**src/rtl/uart_rx_pkg.sv**
```systemverilog
// uart_rx_pkg -- shared helpers for the UART receiver.
//   cnt_width(n): bit width needed to hold the value n-1, with a minimum of 1.
package uart_rx_pkg;

   function automatic int cnt_width(input int n);
      int w;
      w = 1;
      while ((1 << w) < n) w++;
      return w;
   endfunction

endpackage

```
**src/rtl/uart_rx_synchronizer.sv**
```systemverilog
// synchronizer -- two-flop synchronizer for a single asynchronous bit.
//   clk   : sampling clock
//   rst   : synchronous active-high reset, loads RST_VAL into both flops
//   d     : asynchronous input
//   q     : synchronized output, two clk edges behind d
module synchronizer #(
   parameter logic RST_VAL = 1'b0
) (
   input  logic clk,
   input  logic rst,
   input  logic d,
   output logic q
);

   logic meta_q, meta_d;
   logic sync_q, sync_d;

   always_comb begin
      meta_d = d;
      sync_d = meta_q;
   end

   always_ff @(posedge clk) begin
      if (rst) begin
         meta_q <= RST_VAL;
         sync_q <= RST_VAL;
      end else begin
         meta_q <= meta_d;
         sync_q <= sync_d;
      end
   end

   assign q = sync_q;

endmodule

```
**src/rtl/uart_rx.sv**
```systemverilog
// uart_rx -- 8N1 UART receiver with data-ready handshake.
//   clk       : clock, everything on the rising edge
//   rst       : synchronous active-high reset
//   rx        : asynchronous serial line, idle high
//   go        : consumer acknowledge pulse, clears dr and overrun
//   data      : last received byte
//   dr        : data ready, held until go
//   frame_err : one-cycle pulse when the stop bit reads low
//   overrun   : sticky, set when a byte arrives while dr is still high
module uart_rx
   import uart_rx_pkg::*;
#(
   parameter int CLK_FREQ  = 10_125_000,
   parameter int BAUD_RATE = 9600
) (
   input  logic       clk,
   input  logic       rst,
   input  logic       rx,
   input  logic       go,
   output logic [7:0] data,
   output logic       dr,
   output logic       frame_err,
   output logic       overrun
);

   localparam int BIT_TIME = CLK_FREQ / BAUD_RATE;
   localparam int HALF     = BIT_TIME / 2;
   localparam int CW       = cnt_width(BIT_TIME);

   localparam logic [CW-1:0] BT_M1   = CW'(BIT_TIME - 1);
   localparam logic [CW-1:0] HALF_M1 = CW'(HALF - 1);

   localparam logic [2:0] S_IDLE      = 3'd0;
   localparam logic [2:0] S_START     = 3'd1;
   localparam logic [2:0] S_DATA      = 3'd2;
   localparam logic [2:0] S_STOP      = 3'd3;
   localparam logic [2:0] S_WAIT_HIGH = 3'd4;

   logic          rxs;
   logic [2:0]    state_q, state_d;
   logic [CW-1:0] cnt_q, cnt_d;
   logic [2:0]    bit_idx_q, bit_idx_d;
   logic [7:0]    shift_q, shift_d;
   logic [7:0]    data_q, data_d;
   logic          dr_q, dr_d;
   logic          frame_err_q, frame_err_d;
   logic          overrun_q, overrun_d;
   logic          phase_end;
   logic          byte_done;

   // Line idles high, so the synchronizer resets to 1 to avoid a fake start bit.
   synchronizer #(.RST_VAL(1'b1)) u_sync (
      .clk (clk),
      .rst (rst),
      .d   (rx),
      .q   (rxs)
   );

   assign phase_end = (cnt_q == '0);

   // State register and datapath flops
   always_ff @(posedge clk) begin
      if (rst) begin
         state_q     <= S_IDLE;
         cnt_q       <= '0;
         bit_idx_q   <= '0;
         shift_q     <= '0;
         data_q      <= '0;
         dr_q        <= 1'b0;
         frame_err_q <= 1'b0;
         overrun_q   <= 1'b0;
      end else begin
         state_q     <= state_d;
         cnt_q       <= cnt_d;
         bit_idx_q   <= bit_idx_d;
         shift_q     <= shift_d;
         data_q      <= data_d;
         dr_q        <= dr_d;
         frame_err_q <= frame_err_d;
         overrun_q   <= overrun_d;
      end
   end

   // Next-state logic
   always_comb begin
      state_d = state_q;
      case (state_q)
         S_IDLE:      if (!rxs) state_d = S_START;
         S_START:     if (phase_end) state_d = rxs ? S_IDLE : S_DATA;
         S_DATA:      if (phase_end && bit_idx_q == 3'd7) state_d = S_STOP;
         S_STOP:      if (phase_end) state_d = rxs ? S_IDLE : S_WAIT_HIGH;
         S_WAIT_HIGH: if (rxs) state_d = S_IDLE;
         default:     state_d = S_IDLE;
      endcase
   end

   assign byte_done = (state_q == S_STOP) && phase_end && rxs;

   // Counter, shifter and output logic
   always_comb begin
      cnt_d       = cnt_q;
      bit_idx_d   = bit_idx_q;
      shift_d     = shift_q;
      data_d      = data_q;
      dr_d        = dr_q;
      overrun_d   = overrun_q;
      frame_err_d = 1'b0;

      // Counter only ever decrements inside a timed phase and stops at 0.
      if (state_q == S_START || state_q == S_DATA || state_q == S_STOP) begin
         if (!phase_end) cnt_d = cnt_q - 1'b1;
      end

      case (state_q)
         S_IDLE: if (!rxs) cnt_d = HALF_M1;
         S_START: if (phase_end && !rxs) begin
            cnt_d     = BT_M1;
            bit_idx_d = '0;
         end
         S_DATA: if (phase_end) begin
            shift_d   = {rxs, shift_q[7:1]};
            cnt_d     = BT_M1;
            bit_idx_d = bit_idx_q + 3'd1;
         end
         S_STOP: if (phase_end && !rxs) frame_err_d = 1'b1;
         default: ;
      endcase

      if (go && dr_q) begin
         dr_d      = 1'b0;
         overrun_d = 1'b0;
      end

      // A same-cycle go frees the slot, so the new byte wins over overrun.
      if (byte_done) begin
         if (!dr_q || go) begin
            data_d    = shift_q;
            dr_d      = 1'b1;
            overrun_d = 1'b0;
         end else begin
            overrun_d = 1'b1;
         end
      end
   end

   assign data      = data_q;
   assign dr        = dr_q;
   assign frame_err = frame_err_q;
   assign overrun   = overrun_q;

endmodule

```
**config.mk**
```make
export PLATFORM = sky130hd
export DESIGN_NAME = uart_rx
export DESIGN_NICKNAME = d
export VERILOG_FILES = /design/src/rtl/uart_rx_pkg.sv /design/src/rtl/uart_rx_synchronizer.sv /design/src/rtl/uart_rx.sv
export SDC_FILE = /design/constraint.sdc
export NUM_CORES = 1
export LEC_CHECK = 0
export BUFFER_PORTS_ARGS = -buffer_cell sky130_fd_sc_hd__clkbuf_2
export CAP_MARGIN = 30
export CORE_MARGIN = 2
export CORE_UTILIZATION = 49
export CTS_CLUSTER_DIAMETER = 40
export DETAILED_ROUTE_END_ITERATION = 10
export GPL_ROUTABILITY_DRIVEN = 0
export HOLD_SLACK_MARGIN = 0.1
export PLACE_DENSITY = 0.77
export SLEW_MARGIN = 20
export SYNTH_ARGS = -nofsm -noshare
export SYNTH_HDL_FRONTEND = slang
export SYNTH_SLANG_ARGS = --single-unit
export TNS_END_PERCENT = 50
```
**constraint.sdc**
```tcl
create_clock -name clk -period 2.3 [get_ports clk]
set_input_delay 0.115 -clock clk [delete_from_list [all_inputs] [get_ports clk]]
set_output_delay 0.115 -clock clk [all_outputs]
set_load 0.02 [all_outputs]
```
==> metrics, run 1 <==
status=complete, no violations; io pins=15; number of buffers added on ports=14; Tightest Pin Transition=0.419 ns; gr usage total=19.1%; full die area=4120 um^2; CP Class=reg2reg; final core occ=60.9%; clock sink count=38; most common cell after layout, fill and taps aside=dfxtp_1; CP Capture Type=flop; vias in the first global route=1369; Final Max Slew Viols=0; CTS buffer count=5; hpwl dp=2490 um; CTS tree=yes; area of placed instances=1940 um^2; clk_lat worst skew=0.35 ns; clock skew=0.00560 ns; RSZ-0062 raised after global routing=no; Critical Path AT=2.44 ns; Overall Power=1.62 mW; Avg WL per Cell=12.8 um; Seq cells post-synth=38; number of vias per cell=5.40; total negative slack=0 ns; Initial DRC Count=84; Die Span X=64.2 um; Vias=1479; minimum clock period=2.21 ns; CP required=2.53 ns; Syn. warnings=0; syn_nets=214; CP Launch Type=flop; antenna violations before repair=0; core area=3420 um^2; FF-to-FF Start=cnt_q[6]; pin count of the biggest net entering global routing=22; Post-synth ARST share=0%; HP Start=rst; grt ovf=0; Power Dens Cells=778 nW/um^2; Post-Place Setup Slack=0.118 ns; sequential fraction of the synthesis area=42.8%; Final Instance Area=2080 um^2; share of layout cells above drive strength 1=20.2%; Mapped Avg Cell Area=8.62 um^2; H-tree levels=2; clk buf depth=2; drt total wl=3500 um; crit path max fanout=11; final hold vios=0; leakage power=0.852 nW; Vert. Die Dim=64.2 um; Synth-to-Final Area Change=17.2%; Root Buffer=clkbuf_4; Initial Util=52.0%; worst hold path type=in2reg; final net count=235; Rows=21; # Max-Cap Violations=0; CP Launch Point=cnt_q[6]; # setup viols final=0; Routed Antenna Nets=0; first-pass GRT wire length=6150 um; Main synth FF type=dfxtp_1; final critical-path share of the clock period=96.1%; Detailed Routing Iterations Pass 1=4; Distinct cells, synth=45; post-synthesis cell area=1780 um^2; worst vdd ir=503 uV; Post-Synthesis Cells=206; setup slack after layout=0.0903 ns; most frequent cells in the layout=dfxtp_1, nor2_1, nand2_1, clkbuf_2, mux2i_1; drt drc=0; diodes inserted=0; Clock transition at path regs=0.12 ns; Slew HR=72.0%; FMAX=453 MHz; number of synthesized flops with an enable pin=0
## where the power goes
group | total (mW) | switching [mW] | internal (mW) | leakage [nW]
combinational | 0.314 | 0.176 | 0.138 | 0.486
clock | 0.597 | 0.229 | 0.368 | 0.0585
sequential | 0.708 | 0.0275 | 0.680 | 0.308
total | 1.62 | 0.432 | 1.19 | 0.852
## worst max-delay path: stages (launching register included)
cell	delay (ns)
dfxtp_1	0.35
or4_4	0.57
nor4_1	0.30
buf_4	0.17
buf_4	0.17
nor2_1	0.11
a2111oi_1	0.43
## per-layer routing
layer	vias to the layer above	share of wire, %	track usage, %
met5	-	0	0
met3	2	4.2	5.99
met2	31	47	29.7
li1	766	-	-
met4	0	0.69	6.91
met1	680	48	25.0
## synth_stat cells, types with 3 or more instances
| cell type | n | share of area (%) |
|---|---|---|
| a21oi_1 | 12 | 3.4 |
| nand3_1 | 5 | 1.4 |
| or3_1 | 3 | 1.1 |
| inv_1 | 5 | 1.1 |
| nor3_1 | 8 | 2.3 |
| or2_2 | 4 | 1.4 |
| xnor2_1 | 3 | 1.5 |
| nor4b_1 | 4 | 2.0 |
| mux2i_1 | 13 | 7.3 |
| clkbuf_1 | 9 | 1.9 |
| nor2_1 | 30 | 6.3 |
| nor4_1 | 7 | 2.5 |
| buf_2 | 3 | 0.85 |
| ha_1 | 4 | 2.8 |
| dfxtp_1 | 38 | 43 |
| nand2_1 | 21 | 4.4 |
## final cells by class
type                            count  area, um^2
Clock buffer                        6        51.3
Timing Repair Buffer               27         185
Multi-Input combinational cell    150         947
Clock inverter                      2        60.1
Fill cell                         307        1340
Tap cell                           46        57.6
Inverter                            5        18.8
Sequential cell                    38         761
## sequential cells by signal, summed over array words and instances (netlist names)
signal / cells
u_sync.q: 1
data: 8
frame_err: 1
u_sync.meta_q: 1
cnt_q: 11
overrun: 1
dr: 1
bit_idx_q: 3
state_q: 3
shift_q: 8
## path summary, 6_finish.rpt
kind	end	slack, ns	cells after the start
min	shift_q[1]	0.21	2
min reg2reg	u_sync.q	0.42	1
max reg2reg	cnt_q[1]	0.09	6
max	cnt_q[1]	0.09	6
## kinds of logic after synthesis
family / count (synthesis) / synth area share [%]
buffers and inverters: 18 / 4.44
muxes: 13 / 7.33
xor gates and xnor gates: 5 / 2.47
and+or+nand+nor: 94 / 26.7
AOI/OAI and AO/OA: 34 / 13.4
adders and majority gates: 4 / 2.82
DFF: 38 / 42.8
## through the flow
step                hold slack (ns)  std cells
global route                  0.250        274
global placement              0.299        264
finish                        0.209        274
detailed placement            0.308        264
CTS                           0.198        274
floorplan                     0.217        206
## timing repair
item | CTS | global route
endpoints found under the setup margin | 0 | 4
gates resized for setup | 0 | 3
hold buffers | 2 | 0
setup buffers | 0 | 0
hold endpoints to repair | 3 | 0
Power figures use the tool's default switching activity.
==> inputs of run 2 (changes only) <==
CORE_ASPECT_RATIO = 1.2   (was unset)
REMOVE_ABC_BUFFERS = 1   (was unset)
==> metrics, run 2 (same netlist as run 1, synthesis figures left out) <==
Tightest Pin Transition=0.535 ns; first-pass GRT wire length=6220 um; CP Class=reg2reg; Cells after DPL=258; Root Buffer=clkbuf_8; Rows=23; grt ovf=0; slowest cell on the critical path=or4_4; Clock transition at path regs=0.08 ns; Critical Path AT=2.44 ns; Largest register FFs=11; Post-CTS Setup Repair Bufs=0; antenna violations before repair=0; number of buffers added on ports=14; worst vdd ir=570 uV; Die Span X=59.0 um; crit path max fanout=7; CP top delay family=simple AND/OR/NAND/NOR gates; core area=3400 um^2; FMAX=456 MHz; Final Max Slew Viols=0; Initial Util=52.3%; CP Capture Type=flop; RSZ-0062 raised after global routing=no; full die area=4120 um^2; Power Dens Cells=812 nW/um^2; CP Cell Sequence=or4_4 > or4_4 > buf_4 > a21o_2 > a21boi_0 > buf_4 > a21o_1; final hold vios=0; worst hold path type=in2reg; fin cells=268; Final Instance Area=2110 um^2; final critical-path share of the clock period=95.3%; H-tree levels=2; Avg WL per Cell=13.3 um; Vias=1493; minimum clock period=2.19 ns; CP required=2.55 ns; clk_lat worst skew=0.30 ns; hpwl dp=2540 um; crit-path max cell delay=0.55 ns; Synth-to-Final Area Change=18.7%; CTS buffer count=5; # setup viols final=0; io pins=15; CTS tree=yes; Slew HR=64.3%; Detailed Routing Iterations Pass 1=4; drt total wl=3560 um; Post-Place Setup Slack=0.0764 ns; Initial DRC Count=43; most frequent cells in the layout=dfxtp_1, nor2_1, nand2_1, clkbuf_2, buf_4; clk buf depth=2; clock skew=0.00492 ns; drt drc=0; clock sink count=38; CP Launch Type=flop; setup slack after layout=0.109 ns; final net count=238; Reg with most FFs=cnt_q; most common cell after layout, fill and taps aside=dfxtp_1; Routed Antenna Nets=0; diodes inserted=0; gr usage total=19.4%; hold_ws=0.350 ns; status=complete, no violations; crit path buf inv count=2; vias in the first global route=1429; area of placed instances=1940 um^2; # Max-Cap Violations=0; leakage power=0.877 nW; share of layout cells above drive strength 1=21.2%; Vert. Die Dim=69.9 um; pin count of the biggest net entering global routing=28; filler instances=296; number of vias per cell=5.57
[run 2: cell count changes in the layout (fill, tap and decap cells not counted), sizes merged]
cell	before	now
clkinv	0	1
clkbuf	20	19
buf	11	14
[run 2: through the flow]
stage | util [%] | setup TNS [ns] | power [mW]
floorplan | - | -6.13 | 0.910
global placement | 57.0 | 0 | 1.03
detailed placement | 57.0 | 0 | 1.03
CTS | 61.7 | 0 | 1.71
global route | 62.1 | 0 | 1.79
finish | 62.1 | 0 | 1.71
[run 2: repair_timing]
action | in CTS | in global routing
setup endpoints to repair | 0 | 10
endpoints found under the hold margin | 2 | 0
gates resized for setup | 0 | 3
hold buffers | 2 | 0
[run 2: power breakdown]
part | switching (mW) | internal (mW) | leakage (nW) | total, mW
sequential | 0.0246 | 0.680 | 0.308 | 0.704
combinational | 0.174 | 0.152 | 0.501 | 0.326
clock | 0.247 | 0.434 | 0.0683 | 0.682
total | 0.446 | 1.27 | 0.877 | 1.71
[run 2: area by class of cell]
type                            instances  area (um^2)  area share, %
Multi-Input combinational cell        150          950           45.0
Sequential cell                        38          761           36.1
Timing Repair Buffer                   30          195           9.26
Clock buffer                            5         68.8           3.26
Clock inverter                          3         68.8           3.26
Tap cell                               37         46.3           2.20
Inverter                                5         18.8          0.890
[run 2: worst paths after layout]
| path | endpoint | slack (ns) | start | cells past startpoint |
|---|---|---|---|---|
| max | cnt_q[2] | 0.11 | cnt_q[3] | 7 |
| min | data[0] | 0.35 | rst | 2 |
| max reg2reg | cnt_q[2] | 0.11 | cnt_q[3] | 7 |
| min reg2reg | u_sync.q | 0.41 | u_sync.meta_q | 1 |
[run 2: worst reg2reg max path: cells and delay by family, from the launching register on]
kind	cells	cell delay, ns
buf+inv	2	0.31
flops	1	0.31
simple gates	2	1.09
compound gates	3	0.43
[run 2: layer usage]
| layer | wire length, um | part of all wire [%] | up-vias | global-route usage, % |
|---|---|---|---|---|
| met2 | 1780 | 50 | 23 | 32.2 |
| met5 | 0 | 0 | - | 0 |
| met3 | 125 | 3.5 | 8 | 5.37 |
| met1 | 1570 | 44 | 691 | 22.3 |
| met4 | 81 | 2.3 | 0 | 9.09 |
| li1 | - | - | 771 | - |
==> inputs of run 3 (changes only) <==
ABC_AREA = 1   (was unset)
==> metrics, run 3 <==
Synth top cells by count=nand2_1, nor2_1, dfxtp_1, inv_1, nand3_1; Main synth FF type=dfxtp_1; Die Span X=59.8 um; Net Switching=1.03 mW; worst hold path type=in2reg; grt ovf=0; CTS tree=yes; pin count of the biggest net entering global routing=26; # setup viols final=0; FMAX=615 MHz; clock skew=0.00796 ns; Post-Synthesis Cells=266; full die area=4250 um^2; Slew HR=53.0%; crit path buf inv count=2; # Max-Cap Violations=0; hpwl dp=2630 um; Reg with most FFs=cnt_q; Post-CTS Setup Repair Bufs=0; Combinational Power Share=43.0%; first-pass GRT wire length=6000 um; Detailed Routing Iterations Pass 1=4; Vias=1597; worst vdd ir=463 uV; total negative slack=0 ns; Mapped Avg Cell Area=6.89 um^2; Vert. Die Dim=71 um; P_int=1.37 mW; H-tree levels=2; vias in the first global route=1478; Distinct cells, synth=29; sequential fraction of the synthesis area=41.5%; Post-Synth Adder-Cell Area=2.73%; CP Class=reg2reg; Tightest Pin Transition=0.705 ns; Compound-Gate Fraction of Synth Area=9.15%; R2R setup slack=0.67 ns; Power Dens Cells=1170 nW/um^2; top cells by area, synth=dfxtp_1, nand2_1, nor2_1; post-synthesis cell area=1830 um^2; Seq pwr share=37.1%; crit path max fanout=8; diodes inserted=0; RSZ-0062 raised after global routing=no; clk buf depth=2; cell taking the most area after synthesis=dfxtp_1; drt total wl=3500 um; Root Buffer=clkbuf_8; antenna violations before repair=0; fin cells=325; final core occ=56.8%; leakage power=1.03 nW; number of vias per cell=4.91; Initial DRC Count=50; Routed Antenna Nets=0; Rows=24; Avg WL per Cell=10.8 um; Final Instance Area=2050 um^2; Post-synth ARST share=0%; CP required=2.53 ns; largest family of logic cells by synthesized area=simple AND/OR/NAND/NOR gates; post-synthesis mux area share=0%; most frequent cells in the layout=nand2_1, nor2_1, dfxtp_1, inv_1, clkbuf_2; drt drc=0; CP Launch Type=flop; Critical Path AT=1.86 ns; Cells after DPL=315; post-synthesis simple-gate area fraction=36.0%; CP Capture Type=flop; Synth top area share=41.5%; io pins=15; number of synthesized flops with an enable pin=0; Initial Util=50.9%; final hold vios=0; share of layout cells above drive strength 1=14.0%; final critical-path share of the clock period=70.7%; CP Cell Sequence=inv_1 > ha_1 > nand2_2 > nor2_4 > nand2_4 > nor2_2 > buf_4 > o21ai_0 > a21oi_1; Final Max Slew Viols=0; Seq cells post-synth=38; most frequent cell after synthesis=nand2_1; CP top delay family=simple AND/OR/NAND/NOR gates; clock power share=19.9%; CTS buffer count=5; Clock transition at path regs=0.08 ns; clk_lat worst skew=0.30 ns; minimum clock period=1.63 ns; core area=3600 um^2; gr usage total=18.6%; slowest cell on the critical path=dfxtp_1; Synth-to-Final Area Change=11.6%; Syn. warnings=0; most common cell after layout, fill and taps aside=nand2_1; number of buffers added on ports=14; Overall Power=2.40 mW; clock sink count=38; status=complete, no violations; crit-path max cell delay=0.32 ns; Sw Ratio=42.9%; Largest register FFs=11; post-synthesis share of cell area spent on xor and xnor gates=2.39%; area of placed instances=1930 um^2; final net count=293
[run 3: cell count changes after synthesis, moves of 5 or more]
| cell | delta |
|---|---|
| o21ai_0 | +7 |
| nor4_1 | -7 |
| mux2i_1 | -13 |
| clkbuf_1 | -7 |
| nor3_1 | -5 |
| nand3_1 | +8 |
| o21ai_1 | +6 |
| inv_1 | +23 |
| nand2_1 | +42 |
| nor2_1 | +25 |
[run 3: power groups by stage]
stage	Sequential, mW	Clock, mW	Combinational, mW
after floorplan	0.892	0	0.828
after global placement	0.902	0	1.02
after detailed placement	0.904	0	1.03
after CTS	0.889	0.494	1.04
after global routing	0.910	0.515	1.17
final	0.889	0.477	1.03
[run 3: path summary, 6_finish.rpt]
path	from	end	cells after the start
max	cnt_q[0]	shift_q[7]	9
min	rst	bit_idx_q[2]	2
max reg2reg	cnt_q[0]	shift_q[7]	9
min reg2reg	u_sync.meta_q	u_sync.q	1
[run 3: cell families (layout without fill, tap and decap cells)]
kind of cell / Yosys count / after routing
buffers and inverters: 37 / 57
AND/OR/NAND/NOR: 151 / 151
adder cells (fa/ha/maj): 4 / 4
AO/OA/AOI/OAI: 31 / 31
XOR/XNOR: 5 / 5
flip-flops: 38 / 38
[run 3: worst reg2reg max path: cells and delay by family, from the launching register on]
family,cells,cell delay (ns)
adder cells (fa/ha/maj),1,0.17
flip-flops,1,0.32
AND/OR/NAND/NOR,4,0.57
buffers and inverters,2,0.30
AO/OA/AOI/OAI,2,0.21
[run 3: layer usage]
| layer | share of wire [%] | GRT usage, % | vias up |
|---|---|---|---|
| li1 | - | - | 868 |
| met5 | 0 | 0 | - |
| met1 | 44 | 21.5 | 696 |
| met2 | 50 | 30.6 | 22 |
| met3 | 3.1 | 5.12 | 11 |
| met4 | 2.8 | 9.38 | 0 |
[run 3: cell type report]
| class | instances | area, um^2 |
|---|---|---|
| inverter | 32 | 123 |
| multi-input combinational | 191 | 921 |
| clock buffer | 6 | 82.6 |
| clock inverter | 2 | 12.5 |
| fill | 357 | 1560 |
| tap | 39 | 48.8 |
| timing repair buffer | 17 | 97.6 |
| sequential | 38 | 761 |
[run 3: metrics by stage]
stage	hold slack, ns	worst slack [ns]
floorplan	0.184	0.777
global placement	0.306	0.728
detailed placement	0.302	0.675
CTS	0.112	0.680
global route	0.139	0.512
finish	0.112	0.674
[run 3: timing repair]
action	4_1_cts	5_1_grt
hold endpoints to repair	2	0
gates resized for setup	0	0
hold buffers	2	0
